## src/rtl/alu_issue_ctrl_if.sv

```systemverilog
// Instruction-in and result-out streams between alu_issue_ctrl and its neighbours.
// Latency: none; this is wiring only.
// Backpressure: InReady throttles the producer, OutReady throttles the result stream.
interface alu_issue_ctrl_if #(
  parameter int TAGW = 4
) ();
  // Upstream instruction stream
  logic            InValid;
  logic            InReady;
  logic [3:0]      InRegSel;
  logic [3:0]      InOpr;

  // Downstream result stream
  logic            OutValid;
  logic            OutReady;
  logic [7:0]      OutRes;
  logic [7:0]      OutStat;
  logic [TAGW-1:0] OutTag;

  // Block side: consumes instructions, produces results
  modport slave (
    input  InValid, InRegSel, InOpr, OutReady,
    output InReady, OutValid, OutRes, OutStat, OutTag
  );

  // Environment side: produces instructions, consumes results
  modport master (
    output InValid, InRegSel, InOpr, OutReady,
    input  InReady, OutValid, OutRes, OutStat, OutTag
  );
endinterface

```

## src/rtl/alu_issue_ctrl.sv

```systemverilog
// Queues (RegSel,Opr) pairs, drives them to mainALU, captures Res/Stat after a settle time.
// Latency: accept at edge k into an idle empty block -> OutValid after edge k+2+SETTLE.
// Backpressure: OutReady=0 holds the result in HOLD; the FIFO fills and InReady drops when full.
module alu_issue_ctrl #(
  parameter int DEPTH  = 4,
  parameter int SETTLE = 1,
  parameter int TAGW   = 4
) (
  input  logic       Clk,
  input  logic       Rst,
  alu_issue_ctrl_if.slave io,
  output logic [3:0] RegSel,
  output logic [3:0] Opr,
  input  logic [7:0] Res,
  input  logic [7:0] Stat,
  output logic [7:0] StickyStat,
  input  logic       StatClr,
  output logic       Busy
);

  localparam int PW = (DEPTH > 1) ? $clog2(DEPTH) : 1;
  localparam int CW = PW + 1;

  typedef enum logic [1:0] {
    S_IDLE = 2'd0,
    S_WAIT = 2'd1,
    S_HOLD = 2'd2
  } state_t;

  // Instruction FIFO storage: {RegSel, Opr} per entry
  logic [7:0]      r_mem [DEPTH];
  logic [PW-1:0]   r_wptr;
  logic [PW-1:0]   r_rptr;
  logic [CW-1:0]   r_count;

  state_t          r_state;
  state_t          w_state_nxt;
  logic [3:0]      r_cnt;

  logic [3:0]      r_regsel;
  logic [3:0]      r_opr;
  logic            r_out_vld;
  logic [7:0]      r_out_res;
  logic [7:0]      r_out_stat;
  logic [TAGW-1:0] r_out_tag;
  logic [TAGW-1:0] r_tag;
  logic [7:0]      r_sticky;

  logic            w_full;
  logic            w_empty;
  logic            w_push;
  logic            w_pop;
  logic            w_capture;
  logic            w_release;
  logic [7:0]      w_head;

  // Full is judged on the registered count only, so a same-cycle pop never
  // opens room for a push.
  assign w_full  = (r_count == CW'(DEPTH));
  assign w_empty = (r_count == '0);
  assign w_push  = io.InValid && !w_full;
  assign w_head  = r_mem[r_rptr];

  // FIFO storage write; contents need no reset because occupancy gates reads
  always_ff @(posedge Clk) begin
    if (w_push) begin
      r_mem[r_wptr] <= {io.InRegSel, io.InOpr};
    end
  end

  // FIFO pointers and occupancy; pointers wrap naturally at power-of-two DEPTH
  always_ff @(posedge Clk) begin
    if (Rst) begin
      r_wptr  <= '0;
      r_rptr  <= '0;
      r_count <= '0;
    end else begin
      if (w_push) begin
        r_wptr <= r_wptr + 1'b1;
      end
      if (w_pop) begin
        r_rptr <= r_rptr + 1'b1;
      end
      if (w_push && !w_pop) begin
        r_count <= r_count + 1'b1;
      end else if (!w_push && w_pop) begin
        r_count <= r_count - 1'b1;
      end
    end
  end

  // Issue FSM state register
  always_ff @(posedge Clk) begin
    if (Rst) begin
      r_state <= S_IDLE;
    end else begin
      r_state <= w_state_nxt;
    end
  end

  // Issue FSM next-state: IDLE issues, WAIT settles, HOLD waits for the consumer
  always_comb begin
    w_state_nxt = r_state;
    case (r_state)
      S_IDLE: if (!w_empty)          w_state_nxt = S_WAIT;
      S_WAIT: if (r_cnt == 4'd0)     w_state_nxt = S_HOLD;
      S_HOLD: if (w_release)         w_state_nxt = S_IDLE;
      default:                       w_state_nxt = S_IDLE;
    endcase
  end

  // Issue FSM decoded strobes for the datapath
  always_comb begin
    w_pop     = 1'b0;
    w_capture = 1'b0;
    w_release = 1'b0;
    case (r_state)
      S_IDLE: w_pop     = !w_empty;
      S_WAIT: w_capture = (r_cnt == 4'd0);
      S_HOLD: w_release = r_out_vld && io.OutReady;
      default: ;
    endcase
  end

  // ALU operand registers and settle counter; operands only move on issue
  always_ff @(posedge Clk) begin
    if (Rst) begin
      r_regsel <= '0;
      r_opr    <= '0;
      r_cnt    <= '0;
    end else if (w_pop) begin
      r_regsel <= w_head[7:4];
      r_opr    <= w_head[3:0];
      r_cnt    <= 4'(SETTLE);
    end else if (r_state == S_WAIT && r_cnt != 4'd0) begin
      r_cnt <= r_cnt - 1'b1;
    end
  end

  // Result capture, sequence tag and result-valid handshake
  always_ff @(posedge Clk) begin
    if (Rst) begin
      r_out_vld  <= 1'b0;
      r_out_res  <= '0;
      r_out_stat <= '0;
      r_out_tag  <= '0;
      r_tag      <= '0;
    end else if (w_capture) begin
      r_out_vld  <= 1'b1;
      r_out_res  <= Res;
      r_out_stat <= Stat;
      r_out_tag  <= r_tag;
      r_tag      <= r_tag + 1'b1;
    end else if (w_release) begin
      r_out_vld  <= 1'b0;
    end
  end

  // Sticky status: a clear coinciding with a capture keeps only the new Stat
  always_ff @(posedge Clk) begin
    if (Rst) begin
      r_sticky <= '0;
    end else if (StatClr) begin
      r_sticky <= w_capture ? Stat : 8'h00;
    end else if (w_capture) begin
      r_sticky <= r_sticky | Stat;
    end
  end

  assign io.InReady  = !w_full;
  assign io.OutValid = r_out_vld;
  assign io.OutRes   = r_out_res;
  assign io.OutStat  = r_out_stat;
  assign io.OutTag   = r_out_tag;
  assign RegSel      = r_regsel;
  assign Opr         = r_opr;
  assign StickyStat  = r_sticky;
  assign Busy        = (r_state != S_IDLE) || !w_empty;

endmodule

```

## src/flat_wrapper.sv

```systemverilog
// flat-port wrapper written by rule: the top's interface ports become plain ports
module alu_issue_ctrl_flat 
#(
  parameter int DEPTH  = 4,
  parameter int SETTLE = 1,
  parameter int TAGW   = 4
)
  (Clk, Rst, RegSel, Opr, Res, Stat, StickyStat, StatClr, Busy, io_InValid, io_InRegSel, io_InOpr, io_OutReady, io_InReady, io_OutValid, io_OutRes, io_OutStat, io_OutTag);
  alu_issue_ctrl_if #(.TAGW(TAGW)) io_i ();
  input  logic Clk;
  input  logic Rst;
  output logic [3:0] RegSel;
  output logic [3:0] Opr;
  input  logic [7:0] Res;
  input  logic [7:0] Stat;
  output logic [7:0] StickyStat;
  input  logic StatClr;
  output logic Busy;
  input wire logic [$bits(io_i.InValid)-1:0] io_InValid;
  input wire logic [$bits(io_i.InRegSel)-1:0] io_InRegSel;
  input wire logic [$bits(io_i.InOpr)-1:0] io_InOpr;
  input wire logic [$bits(io_i.OutReady)-1:0] io_OutReady;
  output wire logic [$bits(io_i.InReady)-1:0] io_InReady;
  output wire logic [$bits(io_i.OutValid)-1:0] io_OutValid;
  output wire logic [$bits(io_i.OutRes)-1:0] io_OutRes;
  output wire logic [$bits(io_i.OutStat)-1:0] io_OutStat;
  output wire logic [$bits(io_i.OutTag)-1:0] io_OutTag;
  assign io_i.InValid = io_InValid;
  assign io_i.InRegSel = io_InRegSel;
  assign io_i.InOpr = io_InOpr;
  assign io_i.OutReady = io_OutReady;
  assign io_InReady = io_i.InReady;
  assign io_OutValid = io_i.OutValid;
  assign io_OutRes = io_i.OutRes;
  assign io_OutStat = io_i.OutStat;
  assign io_OutTag = io_i.OutTag;
  alu_issue_ctrl #(.DEPTH(DEPTH), .SETTLE(SETTLE), .TAGW(TAGW)) u_core (.Clk(Clk), .Rst(Rst), .io(io_i), .RegSel(RegSel), .Opr(Opr), .Res(Res), .Stat(Stat), .StickyStat(StickyStat), .StatClr(StatClr), .Busy(Busy));
endmodule
```

## config.mk

```make
export PLATFORM = sky130hd
export DESIGN_NAME = alu_issue_ctrl_flat
export DESIGN_NICKNAME = d
export VERILOG_FILES = /design/src/rtl/alu_issue_ctrl_if.sv /design/src/rtl/alu_issue_ctrl.sv /design/src/flat_wrapper.sv
export SDC_FILE = /design/constraint.sdc
export NUM_CORES = 1
export LEC_CHECK = 0
export BUFFER_PORTS_ARGS = -buffer_cell sky130_fd_sc_hd__buf_2
export CAP_MARGIN = 40
export CELL_PAD_IN_SITES_DETAIL_PLACEMENT = 1
export CELL_PAD_IN_SITES_GLOBAL_PLACEMENT = 1
export CORE_MARGIN = 2
export CORE_UTILIZATION = 35
export DETAILED_ROUTE_END_ITERATION = 6
export GPL_ROUTABILITY_DRIVEN = 1
export MAX_ROUTING_LAYER = met4
export PLACE_DENSITY = 0.78
export SYNTH_ARGS = -nofsm -noshare
export SYNTH_HDL_FRONTEND = slang
export SYNTH_SLANG_ARGS = --single-unit
```

## constraint.sdc

```tcl
create_clock -name Clk -period 2.7 [get_ports Clk]
set_input_delay 0.54 -clock Clk [delete_from_list [all_inputs] [get_ports Clk]]
set_output_delay 0.54 -clock Clk [all_outputs]
set_load 0.01 [all_outputs]
```

======== Word level (Yosys, flattened, before mapping) ========
Memories as Yosys holds them, arrays and structs flattened. A register that Yosys moved wholly into a read port is not among the register bits.
Cells that the tools add are included.
cells by class
  add/sub/neg operators ................... 6
  eq/ne operators ......................... 6
  mux-type cells .......................... 18
  bitwise gates (word level) .............. 1
  reduce and logical (&&, ||, !) cells .... 21
operators by type and width
  operator                                                                 number
  8-bit 2-to-1 mux                                                         3
  2-bit nonzero test                                                       5
  1-bit 2-to-1 mux                                                         9
  8-bit bitwise OR                                                         1
  2-bit 2-to-1 mux                                                         3
  3-bit 2-to-1 mux                                                         2
  2-bit case mux with 3 select lines                                       1
  1-bit logical AND                                                        5
  2-bit by 1-bit adder with 2-bit output, second input constant            2
  4-bit by 1-bit adder with 4-bit output, second input constant            1
  1-bit logical NOT                                                        4
  4-bit logical NOT                                                        1
  2-bit by 1-bit inequality test with 1-bit output, second input constant  2
  4-bit nonzero test                                                       1
  4-bit by 1-bit subtractor with 4-bit output, second input constant       1
  3-bit by 1-bit adder with 3-bit output, second input constant            1
  3-bit == test, second input constant                                     1
  3-bit logical NOT                                                        1
  3-bit AND reduction                                                      1
  3-bit by 1-bit subtractor with 3-bit output, second input constant       1
  2-bit by 1-bit == test with 1-bit output, second input constant          1
  2-bit == test, second input constant                                     1
  2-bit logical NOT                                                        1
  2-bit inequality test, second input constant                             1
  2 further kinds                                                          2
storage, ports and cells
  bits in registers ....................... 46
  memory bits (writable) .................. 32
  output and inout port bits .............. 39
  word-level logic and storage cells ...... 65
  memories ................................ 1
memories
  memory        depth  width  read ports  clocked after Yosys merged registers in  wr ports  RTL line              RTL
  u_core.r_mem  4      8      1           1                                        1         alu_issue_ctrl.sv:31  logic [7:0] r_mem [DEPTH];

======== Logic depth before layout (Yosys ltp) ========
Gate-level depths: netlist of run 1.
  word-level depth ........................ 7
  depth in mapped cells ................... 9

======== Worst setup path before layout of run 1 ========
OpenSTA, ideal clock, no wires.
  path type ............................... reg2reg
  start point ............................. register u_core.r_count[0]
  end point ............................... register u_core.r_count[2]
  arrival time ............................ 2.066 ns
  required time ........................... 2.630 ns
  slack ................................... 0.564 ns
  stages on the path, launching flop included .. 10
  buffers on the path ..................... 0
  period minus slack after synthesis ...... 2.136 ns
  path through ............................ dfxtp_1 nor3_1 nor2_1 inv_1 ha_1 inv_1 fa_1 xor2_1 or3_1 a21oi_1
between the ends
  longest elaborated chain between the ends .. 6
  elaborated cells between the ends (all ways) .. 15
ends and longest elaborated chain
  element                                                                                              RTL line              RTL
  from (decl)                                                                                          alu_issue_ctrl.sv:34  logic [CW-1:0] r_count;
  from (signal assigned)                                                                               alu_issue_ctrl.sv:85  r_count <= r_count + 1'b1;
  from (signal assigned)                                                                               alu_issue_ctrl.sv:87  r_count <= r_count - 1'b1;
  parallel branches: the longest is 6 deep, another holds 3-bit by 1-bit subtractor with 3-bit output  --
Parallel ways; which one is timed is not known. The select of a mux whose other input is x is not followed.
A chain may end at the register's enable or synchronous reset.

======== Worst setup path after layout of run 1 ========
Same ends and word-level chain as after synthesis.

==> impl_metrics.prom, run 1 <==
# TYPE chip_impl_metric gauge
chip_impl_metric{name="drtIter0Drc",unit=""} 91
chip_impl_metric{name="worst_ep_arrival_time",unit="ns"} 2.67
chip_impl_metric{name="max_slew_margin",unit="%"} 47.6
chip_impl_metric{name="ctsResizeCount",unit=""} 0
chip_impl_info{name="timing.critical_path.from",value="u_core.r_count[0]"} 1
chip_impl_metric{name="tightestPinTransition",unit="ns"} 0.786
chip_impl_metric{name="clock-sinks",unit=""} 86
chip_impl_metric{name="rrSetupSlack",unit="ns"} 0.30
chip_impl_metric{name="number_of_max_slew_violations_in_the_final_report",unit=""} 0
chip_impl_info{name="cp-end-kind",value="flop"} 1
chip_impl_metric{name="layout.cells.non_filler",unit=""} 506
chip_impl_metric{name="power.density",unit="nW/µm²"} 1060
chip_impl_info{name="netlist_top_cells_area",value="dfxtp_1 (32%), edfxtp_1 (28%), a21oi_1 (6.8%)"} 1
chip_impl_info{name="synthDominantAreaCellType",value="dfxtp_1"} 1
chip_impl_metric{name="final.setup_skew",unit="ns"} 0.00758
chip_impl_metric{name="antenna_left",unit=""} 0
chip_impl_info{name="rsz0062_at_grt",value="false"} 1
chip_impl_info{name="setup.worst_path.class",value="reg2reg"} 1
chip_impl_metric{name="route.final.wire_length",unit="µm"} 7730
chip_impl_info{name="cts_tree",value="yes"} 1
chip_impl_info{name="crit_path_start_kind",value="flop"} 1
chip_impl_metric{name="fin_setup_tns",unit="ns"} 0
chip_impl_metric{name="clock_latency",unit="ns"} 0.35
chip_impl_metric{name="period_utilization_post_route",unit="%"} 88.8
chip_impl_metric{name="postCtsHoldBufs",unit=""} 0
chip_impl_metric{name="synth.top_cell.area_share",unit="%"} 31.7
chip_impl_metric{name="synth_enable_flop_cells",unit=""} 32
chip_impl_info{name="timing.hold.worst.class",value="in2reg"} 1
chip_impl_metric{name="port-buffer-count",unit=""} 67
chip_impl_metric{name="postCtsSetupRepairBufs",unit=""} 0
chip_impl_metric{name="layout.area.seq",unit="µm²"} 2040
chip_impl_metric{name="share_of_the_yosys_chip_area_belonging_to_registers",unit="%"} 59.9
chip_impl_metric{name="cap_viol_max_count",unit=""} 0
chip_impl_metric{name="cts-buffers-inserted",unit=""} 9
chip_impl_info{name="clk_root_buffer_cell",value="clkbuf_8"} 1
chip_impl_metric{name="dp_hpwl",unit="µm"} 5490
chip_impl_metric{name="synth_area_per_cell",unit="µm²"} 11.2
chip_impl_metric{name="synth.ff_latch_count",unit=""} 86
chip_impl_metric{name="core_region_area",unit="µm²"} 9590
chip_impl_metric{name="post_synth_instance_area",unit="µm²"} 3410
chip_impl_metric{name="peakVddDrop",unit="mV"} 0.279
chip_impl_metric{name="global_route.overflow_total",unit=""} 0
chip_impl_metric{name="post_synth_inst_count",unit=""} 305
chip_impl_info{name="outcome",value="complete, no violations"} 1
chip_impl_metric{name="grt_pass1_wl",unit="µm"} 12500
chip_impl_info{name="r2r_end",value="u_core.r_count[2]"} 1
chip_impl_metric{name="dr_vias",unit=""} 2537
chip_impl_metric{name="vias_in_the_first_global_route",unit=""} 2481
chip_impl_metric{name="worstPathMaxFanout",unit=""} 5
chip_impl_metric{name="synth_cell_types",unit=""} 34
chip_impl_info{name="regToRegStartpoint",value="u_core.r_count[0]"} 1
chip_impl_metric{name="max_clock_freq",unit="MHz"} 417
chip_impl_info{name="critPathCapture",value="u_core.r_count[2]"} 1
chip_impl_metric{name="antenna_found_initial",unit=""} 0
chip_impl_metric{name="route.detailed.wl_per_inst",unit="µm"} 15.3
chip_impl_metric{name="synthToLayoutAreaGrowth",unit="%"} 20.6
chip_impl_metric{name="grt_use_total",unit="%"} 15.8
chip_impl_metric{name="drt_drc_violations_left",unit=""} 0
chip_impl_metric{name="first_pass_iters",unit=""} 4
chip_impl_metric{name="report.final.setup_viol",unit=""} 0
chip_impl_metric{name="die_area",unit="µm²"} 10500
chip_impl_metric{name="die_h",unit="µm"} 103
chip_impl_metric{name="rr_worst_depth",unit=""} 9
chip_impl_metric{name="place_inst",unit=""} 490
chip_impl_metric{name="layout-drive-gt1-share",unit="%"} 27.9
chip_impl_info{name="synth_ff_type",value="dfxtp_1"} 1
chip_impl_metric{name="timing_hold_violations_final",unit=""} 0
chip_impl_metric{name="io-pin-count",unit=""} 68
chip_impl_metric{name="power.static_leakage",unit="nW"} 1.59
chip_impl_metric{name="finalNetCount",unit=""} 406
chip_impl_metric{name="ys_async_sr_fraction",unit="%"} 0
chip_impl_info{name="post-synth-top-count-cell",value="dfxtp_1"} 1
chip_impl_info{name="synth_common_cells",value="dfxtp_1 (54), a21oi_1 (46), o21ai_0 (36)"} 1
chip_impl_metric{name="fillers",unit=""} 1068
chip_impl_metric{name="area_of_the_multi_input_gates",unit="µm²"} 1250
chip_impl_metric{name="insertedDiodeCount",unit=""} 0
chip_impl_metric{name="floorplan.rows",unit=""} 36
chip_impl_metric{name="finalWeightedCongestion",unit=""} 0.685
chip_impl_metric{name="period_minus_slack",unit="ns"} 2.40
chip_impl_metric{name="required",unit="ns"} 2.97
chip_impl_metric{name="floorplan.initialDensity",unit="%"} 35.5
chip_impl_metric{name="via_per_instance_ratio",unit=""} 5.01
chip_impl_metric{name="die-width",unit="µm"} 103
chip_impl_metric{name="ctsHtreeMaxLevel",unit=""} 3
chip_impl_metric{name="path_clk_slew",unit="ns"} 0.08
chip_impl_metric{name="synth-warning-count",unit=""} 0
chip_impl_metric{name="deepest_clock_path_buffer_count",unit=""} 2
chip_impl_metric{name="synth_nets",unit=""} 343
chip_impl_metric{name="grt_start_max_net_pins",unit=""} 40
-- critical path, cell delays in order (launching register included) --
cell and delay, ns:
dfxtp_1 0.37, nor3_1 0.34, nor2_1 0.12, inv_1 0.13
ha_1 0.20, inv_1 0.07, fa_1 0.43, xor2_1 0.18
or3_1 0.31, a21oi_1 0.17
-- kinds of logic (layout without fill, tap and decap cells) --
group	after synthesis	count (layout)	share of synthesized area, %
mux	10	10	5.91
simple gates	77	77	12.4
buf+inv	31	99	3.53
flops	86	86	59.9
xor+xnor	3	3	0.771
fa+ha+maj	9	9	3.53
compound gates	89	89	13.9
-- report_power, final --
| part | switching [mW] | total [mW] | internal, mW |
|---|---|---|---|
| registers | 0.186 | 1.78 | 1.60 |
| logic | 0.977 | 1.60 | 0.620 |
| clock network | 0.434 | 0.960 | 0.526 |
-- cell usage in the layout (no fill, tap or decap), types with 2 or more instances in the layout --
cell	netlist	routed
and3_1	5	5
nand3b_1	3	3
or4_1	2	2
clkinv_2	0	2
or3_1	5	5
nand2_1	5	5
dfxtp_1	54	54
a21oi_1	46	46
edfxtp_1	32	32
clkbuf_8	0	13
xor2_1	3	3
nor2_1	7	7
ha_1	8	8
nand3_1	34	34
o21ai_0	36	36
buf_4	0	6
mux4_2	8	8
buf_2	3	67
inv_1	9	9
nand2b_1	9	9
-- how the worst min path moves through the flow --
stage	from	to	slack, ns	cells after the start
floorplan	u_core.r_tag[3]	u_core.io.OutTag[3]	0.45	2
global placement	u_core.StickyStat[5]	u_core.StickyStat[5]	0.46	2
CTS	io_InOpr[0]	u_core.r_mem[0][0]	0.38	1
detailed placement	u_core.StickyStat[6]	u_core.StickyStat[6]	0.46	2
global route	io_InOpr[0]	u_core.r_mem[3][0]	0.39	1
finish	io_InOpr[0]	u_core.r_mem[3][0]	0.40	1
-- layout make-up --
cell class                 count  share of cell area [%]
inverter                       9                   0.822
tap                          133                    4.05
clock buffer                  13                    4.35
multi-input combinational    188                    30.4
timing repair buffer          74                    9.74
sequential                    86                    49.7
clock inverter                 3                   0.974
-- flip-flops by register name, indices dropped and copies added (netlist names), 2 cells and up --
| name | cells |
|---|---|
| u_core.Opr | 4 |
| u_core.RegSel | 4 |
| u_core.StickyStat | 8 |
| u_core.io.OutRes | 8 |
| u_core.io.OutStat | 8 |
| u_core.io.OutTag | 4 |
| u_core.r_cnt | 4 |
| u_core.r_count | 3 |
| u_core.r_mem | 32 |
| u_core.r_rptr | 2 |
| u_core.r_state | 2 |
| u_core.r_tag | 4 |
| u_core.r_wptr | 2 |
-- per-layer routing --
metal  vias up  global-route usage (%)  routed length (µm)
met1      1244                    20.7                3530
met2        44                    23.8                3780
met5         -                       -                   0
li1       1237                       -                   -
met4         0                    5.95                 140
met3        12                    4.00                 287
-- through the flow --
stage	utilization (%)	instance area, µm²	total power [mW]	hold WS [ns]	setup WS [ns]
finish	42.8	4110	4.34	0.402	0.302
global route	42.8	4110	4.64	0.389	0.168
CTS	42.8	4110	4.39	0.384	0.286
detailed placement	40.5	3890	3.42	0.460	0.325
global placement	40.5	3880	3.32	0.456	0.512
floorplan	-	3410	2.81	0.452	0.564
Power figures use the tool's default switching activity.
==> run 2, diff against run 1 <==
CORE_UTILIZATION = 42   (was 35)
PLACE_DENSITY = 0.89   (was 0.78)
==> impl_metrics.prom, run 2 (synthesized netlist as in run 1, its figures left out) <==
# TYPE chip_impl_metric gauge
chip_impl_info{name="outcome",value="complete, no violations"} 1
chip_impl_metric{name="floorplan.initialDensity",unit="%"} 43.6
chip_impl_metric{name="antenna_found_initial",unit=""} 0
chip_impl_metric{name="via_per_instance_ratio",unit=""} 5.56
chip_impl_metric{name="deepest_clock_path_buffer_count",unit=""} 2
chip_impl_metric{name="placedInstanceArea",unit="µm²"} 3840
chip_impl_metric{name="drt_drc_violations_left",unit=""} 0
chip_impl_metric{name="number_of_max_slew_violations_in_the_final_report",unit=""} 0
chip_impl_metric{name="ctsResizeCount",unit=""} 0
chip_impl_metric{name="period_minus_slack",unit="ns"} 2.50
chip_impl_info{name="rsz0062_at_grt",value="false"} 1
chip_impl_metric{name="insertedDiodeCount",unit=""} 0
chip_impl_metric{name="path_clk_slew",unit="ns"} 0.09
chip_impl_metric{name="timing_hold_violations_final",unit=""} 0
chip_impl_metric{name="die_area",unit="µm²"} 8850
chip_impl_metric{name="io-pin-count",unit=""} 68
chip_impl_metric{name="timing.final.ws_setup",unit="ns"} 0.200
chip_impl_metric{name="max_slew_margin",unit="%"} 42.6
chip_impl_info{name="worst_path_max_delay_cell",value="dfxtp_1"} 1
chip_impl_metric{name="dr_vias",unit=""} 2643
chip_impl_metric{name="required",unit="ns"} 2.98
chip_impl_metric{name="core_region_area",unit="µm²"} 7810
chip_impl_info{name="layout.cells.most_common",value="buf_2"} 1
chip_impl_metric{name="port-buffer-count",unit=""} 67
chip_impl_metric{name="worst-path-stages",unit=""} 9
chip_impl_metric{name="route.final.wire_length",unit="µm"} 9050
chip_impl_metric{name="clock_latency",unit="ns"} 0.36
chip_impl_metric{name="ctsHtreeMaxLevel",unit=""} 3
chip_impl_metric{name="cp_slowest_stage_delay",unit="ns"} 0.46
chip_impl_info{name="crit_path_start_kind",value="flop"} 1
chip_impl_info{name="timing.critical_path.cells",value="or2_2, nor2_1, inv_1, ha_1, inv_1, fa_1, xor2_1, or3_1, a21oi_1"} 1
chip_impl_metric{name="place_inst",unit=""} 459
chip_impl_metric{name="dp_hpwl",unit="µm"} 5890
chip_impl_metric{name="cp_num_buf_inv",unit=""} 2
chip_impl_metric{name="power.density",unit="nW/µm²"} 1080
chip_impl_metric{name="antenna_left",unit=""} 0
chip_impl_info{name="timing.critical_path.mode_cell",value="inv_1"} 1
chip_impl_metric{name="layout-drive-gt1-share",unit="%"} 27.9
chip_impl_metric{name="largest_reg_flops",unit=""} 32
chip_impl_metric{name="final_design_area_no_fill",unit="µm²"} 4070
chip_impl_metric{name="global_route.overflow_total",unit=""} 0
chip_impl_metric{name="finalWeightedCongestion",unit=""} 0.752
chip_impl_metric{name="total_power",unit="mW"} 4.41
chip_impl_metric{name="peakVddDrop",unit="mV"} 0.426
chip_impl_metric{name="cap_viol_max_count",unit=""} 0
chip_impl_metric{name="die_h",unit="µm"} 94.1
chip_impl_metric{name="dpl_ws",unit="ns"} 0.350
chip_impl_metric{name="finalNetCount",unit=""} 406
chip_impl_metric{name="first_pass_iters",unit=""} 6
chip_impl_info{name="setup.worst_path.class",value="reg2reg"} 1
chip_impl_metric{name="max_clock_freq",unit="MHz"} 400
chip_impl_metric{name="power.static_leakage",unit="nW"} 1.59
chip_impl_metric{name="clock-sinks",unit=""} 86
chip_impl_info{name="largest-register",value="u_core.r_mem"} 1
chip_impl_metric{name="timing.hold.worst_path_depth",unit=""} 1
chip_impl_info{name="clk_root_buffer_cell",value="clkbuf_8"} 1
chip_impl_metric{name="worstPathMaxFanout",unit=""} 11
chip_impl_info{name="cp-end-kind",value="flop"} 1
chip_impl_metric{name="final.setup_skew",unit="ns"} 0.00931
chip_impl_metric{name="die-width",unit="µm"} 94.1
chip_impl_metric{name="rr_worst_depth",unit=""} 9
chip_impl_metric{name="postCtsSetupRepairBufs",unit=""} 0
chip_impl_metric{name="synthToLayoutAreaGrowth",unit="%"} 19.4
chip_impl_metric{name="report.final.setup_viol",unit=""} 0
chip_impl_metric{name="tightestPinTransition",unit="ns"} 0.860
chip_impl_metric{name="period_utilization_post_route",unit="%"} 92.6
chip_impl_metric{name="grt_use_total",unit="%"} 21.9
chip_impl_info{name="cts_tree",value="yes"} 1
chip_impl_metric{name="postCtsHoldBufs",unit=""} 0
chip_impl_metric{name="cts-buffers-inserted",unit=""} 9
chip_impl_metric{name="grt_start_max_net_pins",unit=""} 46
chip_impl_metric{name="route.detailed.wl_per_inst",unit="µm"} 19.1
chip_impl_info{name="critPathTopFamily",value="simple AND/OR/NAND/NOR gates"} 1
chip_impl_metric{name="worst_ep_arrival_time",unit="ns"} 2.78
chip_impl_metric{name="grt_pass1_wl",unit="µm"} 14300
chip_impl_metric{name="drtIter0Drc",unit=""} 183
chip_impl_metric{name="layout.cells.non_filler",unit=""} 475
chip_impl_metric{name="floorplan.rows",unit=""} 32
chip_impl_metric{name="vias_in_the_first_global_route",unit=""} 2773
chip_impl_metric{name="fin_setup_tns",unit="ns"} 0
chip_impl_info{name="timing.hold.worst.class",value="in2reg"} 1
chip_impl_info{name="most-common-layout-cells",value="buf_2 (67), dfxtp_1 (54), a21oi_1 (46)"} 1
run 2: changes by cell type in the layout (fill, tap and decap cells not counted), sizes merged:
cell | before | now
bufinv | 1 | 0
inv | 9 | 11
clkinv | 2 | 0
clkbuf | 13 | 14
run 2: routing by layer:
layer	GRT usage [%]	part of all wire [%]	vias to the layer above
met3	3.29	3.1	12
li1	-	-	1243
met2	36.0	52	60
met1	27.3	43	1328
met5	-	0	-
met4	8.82	1.4	0
run 2: worst paths after layout:
path         slack, ns                 start                    to
max               0.20     u_core.r_state[1]     u_core.r_count[2]
min               0.40        io_InRegSel[1]    u_core.r_mem[1][5]
max reg2reg       0.20     u_core.r_state[1]     u_core.r_count[2]
min reg2reg       0.48  u_core.StickyStat[0]  u_core.StickyStat[0]
run 2: cell type report:
class	instances	area, µm²
Inverter	9	33.8
Timing Repair Buffer	74	388
Clock inverter	2	15.0
Multi-Input combinational cell	188	1250
Tap cell	102	128
Clock buffer	14	215
Sequential cell	86	2040
Fill cell	891	3740
run 2: through the flow:
step           utilization, %  hold slack, ns
2_1_floorplan               -           0.452
3_3_place_gp             49.1           0.457
3_5_place_dp             49.2           0.465
4_1_cts                  52.1           0.394
5_1_grt                  52.1           0.399
6_report                 52.1           0.398
run 2: worst register-to-register path, delay by kind of cell, from the launching register on:
kind | cells | cell delay (ns)
XOR/XNOR | 1 | 0.20
buffers and inverters | 2 | 0.23
AO/OA/AOI/OAI | 1 | 0.16
flip-flops | 1 | 0.46
adder cells (fa/ha/maj) | 2 | 0.68
AND/OR/NAND/NOR | 3 | 0.70
run 2: where the power goes:
part	total [mW]	internal, mW	leakage [nW]	switching [mW]
clock network	1.00	0.527	0.120	0.474
logic	1.62	0.591	0.733	1.03
registers	1.79	1.60	0.733	0.198
total	4.41	2.71	1.59	1.70
==> run 3, diff against run 2 <==
REMOVE_ABC_BUFFERS = 1   (was default)
==> impl_metrics.prom, run 3 (synthesized netlist as in run 1, its figures left out) <==
# TYPE chip_impl_metric gauge
chip_impl_info{name="worst_path_max_delay_cell",value="fa_1"} 1
chip_impl_metric{name="layout-drive-gt1-share",unit="%"} 27.3
chip_impl_metric{name="clock-sinks",unit=""} 86
chip_impl_info{name="rsz0062_at_grt",value="false"} 1
chip_impl_metric{name="cp_slowest_stage_delay",unit="ns"} 0.44
chip_impl_metric{name="via_per_instance_ratio",unit=""} 5.41
chip_impl_metric{name="number_of_max_slew_violations_in_the_final_report",unit=""} 0
chip_impl_info{name="r2r_end",value="u_core.r_count[2]"} 1
chip_impl_metric{name="rr_worst_depth",unit=""} 9
chip_impl_info{name="layout.cells.most_common",value="buf_2"} 1
chip_impl_info{name="most-common-layout-cells",value="buf_2 (67), dfxtp_1 (54), a21oi_1 (46)"} 1
chip_impl_metric{name="drtIter0Drc",unit=""} 143
chip_impl_metric{name="largest_reg_flops",unit=""} 32
chip_impl_info{name="setup.worst_path.class",value="reg2reg"} 1
chip_impl_metric{name="required",unit="ns"} 2.97
chip_impl_info{name="clk_root_buffer_cell",value="clkbuf_8"} 1
chip_impl_metric{name="die_h",unit="µm"} 94.1
chip_impl_metric{name="period_minus_slack",unit="ns"} 2.35
chip_impl_metric{name="power.density",unit="nW/µm²"} 1030
chip_impl_metric{name="dp_hpwl",unit="µm"} 5450
chip_impl_metric{name="finalWeightedCongestion",unit=""} 0.769
chip_impl_metric{name="peakVddDrop",unit="mV"} 0.332
chip_impl_metric{name="grt_use_total",unit="%"} 20.4
chip_impl_metric{name="synthToLayoutAreaGrowth",unit="%"} 17.6
chip_impl_metric{name="die-width",unit="µm"} 94.1
chip_impl_metric{name="tightestPinTransition",unit="ns"} 0.795
chip_impl_metric{name="fin_setup_tns",unit="ns"} 0
chip_impl_metric{name="cts-buffers-inserted",unit=""} 9
chip_impl_info{name="cts_tree",value="yes"} 1
chip_impl_metric{name="cp_num_buf_inv",unit=""} 2
chip_impl_metric{name="ctsHtreeMaxLevel",unit=""} 3
chip_impl_info{name="regToRegStartpoint",value="u_core.r_count[0]"} 1
chip_impl_metric{name="antenna_left",unit=""} 0
chip_impl_metric{name="deepest_clock_path_buffer_count",unit=""} 2
chip_impl_metric{name="timing.hold.worst_path_depth",unit=""} 1
chip_impl_info{name="timing.hold.worst.class",value="in2reg"} 1
chip_impl_metric{name="die_area",unit="µm²"} 8850
chip_impl_metric{name="global_route.overflow_total",unit=""} 0
chip_impl_metric{name="total_power",unit="mW"} 4.14
chip_impl_info{name="min_delay_endpoint",value="u_core.r_mem[0][2]"} 1
chip_impl_metric{name="grt_pass1_wl",unit="µm"} 13500
chip_impl_metric{name="holdWs",unit="ns"} 0.409
chip_impl_metric{name="io-pin-count",unit=""} 68
chip_impl_metric{name="finalNetCount",unit=""} 406
chip_impl_info{name="largest-register",value="u_core.r_mem"} 1
chip_impl_metric{name="cap_viol_max_count",unit=""} 0
chip_impl_metric{name="route.final.wire_length",unit="µm"} 8220
chip_impl_info{name="hp-start",value="io_InOpr[2]"} 1
chip_impl_info{name="critPathTopFamily",value="simple AND/OR/NAND/NOR gates"} 1
chip_impl_metric{name="max_clock_freq",unit="MHz"} 425
chip_impl_metric{name="postCtsHoldBufs",unit=""} 0
chip_impl_metric{name="insertedDiodeCount",unit=""} 0
chip_impl_info{name="cp-end-kind",value="flop"} 1
chip_impl_metric{name="route.detailed.wl_per_inst",unit="µm"} 17.3
chip_impl_metric{name="dr_vias",unit=""} 2571
chip_impl_metric{name="antenna_found_initial",unit=""} 0
chip_impl_metric{name="worstPathMaxFanout",unit=""} 5
chip_impl_metric{name="floorplan.rows",unit=""} 32
chip_impl_metric{name="report.final.setup_viol",unit=""} 0
chip_impl_info{name="crit_path_start_kind",value="flop"} 1
chip_impl_metric{name="ctsResizeCount",unit=""} 0
chip_impl_metric{name="max_slew_margin",unit="%"} 47.0
chip_impl_metric{name="first_pass_iters",unit=""} 4
chip_impl_metric{name="place_inst",unit=""} 459
chip_impl_metric{name="clock_latency",unit="ns"} 0.35
chip_impl_metric{name="vias_in_the_first_global_route",unit=""} 2633
chip_impl_metric{name="rrSetupSlack",unit="ns"} 0.35
chip_impl_metric{name="layout.cells.non_filler",unit=""} 475
chip_impl_metric{name="postCtsSetupRepairBufs",unit=""} 0
chip_impl_metric{name="grt_start_max_net_pins",unit=""} 31
chip_impl_metric{name="power.static_leakage",unit="nW"} 1.54
chip_impl_metric{name="core_region_area",unit="µm²"} 7810
chip_impl_metric{name="drt_drc_violations_left",unit=""} 0
chip_impl_metric{name="floorplan.initialDensity",unit="%"} 43.6
chip_impl_metric{name="worst_ep_arrival_time",unit="ns"} 2.63
chip_impl_metric{name="path_clk_slew",unit="ns"} 0.08
chip_impl_metric{name="timing_hold_violations_final",unit=""} 0
chip_impl_info{name="timing.critical_path.cells",value="nor3_1, nor2_1, inv_1, ha_1, inv_1, fa_1, xor2_1, or3_1, a21oi_1"} 1
chip_impl_metric{name="fillers",unit=""} 906
chip_impl_info{name="outcome",value="complete, no violations"} 1
chip_impl_info{name="timing.critical_path.mode_cell",value="inv_1"} 1
chip_impl_metric{name="port-buffer-count",unit=""} 67
chip_impl_metric{name="final.setup_skew",unit="ns"} 0.0112
chip_impl_metric{name="period_utilization_post_route",unit="%"} 87.2
run 3: how the worst max path moves through the flow:
stage	slack [ns]	to	startpoint	cells after the start
floorplan	0.13	u_core.r_count[2]	u_core.r_count[0]	9
global placement	0.53	u_core.r_count[2]	io_InValid	9
detailed placement	0.37	u_core.r_count[2]	u_core.r_state[1]	9
CTS	0.33	u_core.r_count[2]	u_core.r_state[1]	9
global route	0.11	u_core.r_count[2]	u_core.r_count[0]	9
finish	0.35	u_core.r_count[2]	u_core.r_count[0]	9
run 3: area by class of cell:
class                      count  area (µm²)  share of cell area (%)
sequential                    86        2040                    51.0
multi-input combinational    188        1250                    31.1
timing repair buffer          74         388                    9.68
clock buffer                  10         128                    3.19
tap                          102         128                    3.19
clock inverter                 6        38.8                   0.968
inverter                       9        33.8                   0.843
run 3: through the flow:
| stage | util, % | instance area (µm²) | setup slack (ns) |
|---|---|---|---|
| 3_5_place_dp | 49.2 | 3840 | 0.371 |
| 4_1_cts | 51.3 | 4010 | 0.330 |
| 6_report | 51.3 | 4010 | 0.347 |
| 5_1_grt | 51.3 | 4010 | 0.107 |
| 3_3_place_gp | 49.2 | 3840 | 0.526 |
| 2_1_floorplan | - | 3320 | 0.131 |
run 3: report_power, final:
group,internal [mW],switching [mW],total [mW]
Sequential,1.60,0.197,1.79
Combinational,0.588,0.970,1.56
Clock,0.329,0.454,0.783
Total,2.51,1.62,4.14
run 3: metal layers:
layer | share of wire, % | GRT usage (%) | wire length, µm
met1 | 45 | 26.9 | 3700
met3 | 3.3 | 3.85 | 268
met4 | 1.6 | 7.37 | 129
met2 | 50 | 31.7 | 4130
met5 | 0 | - | 0
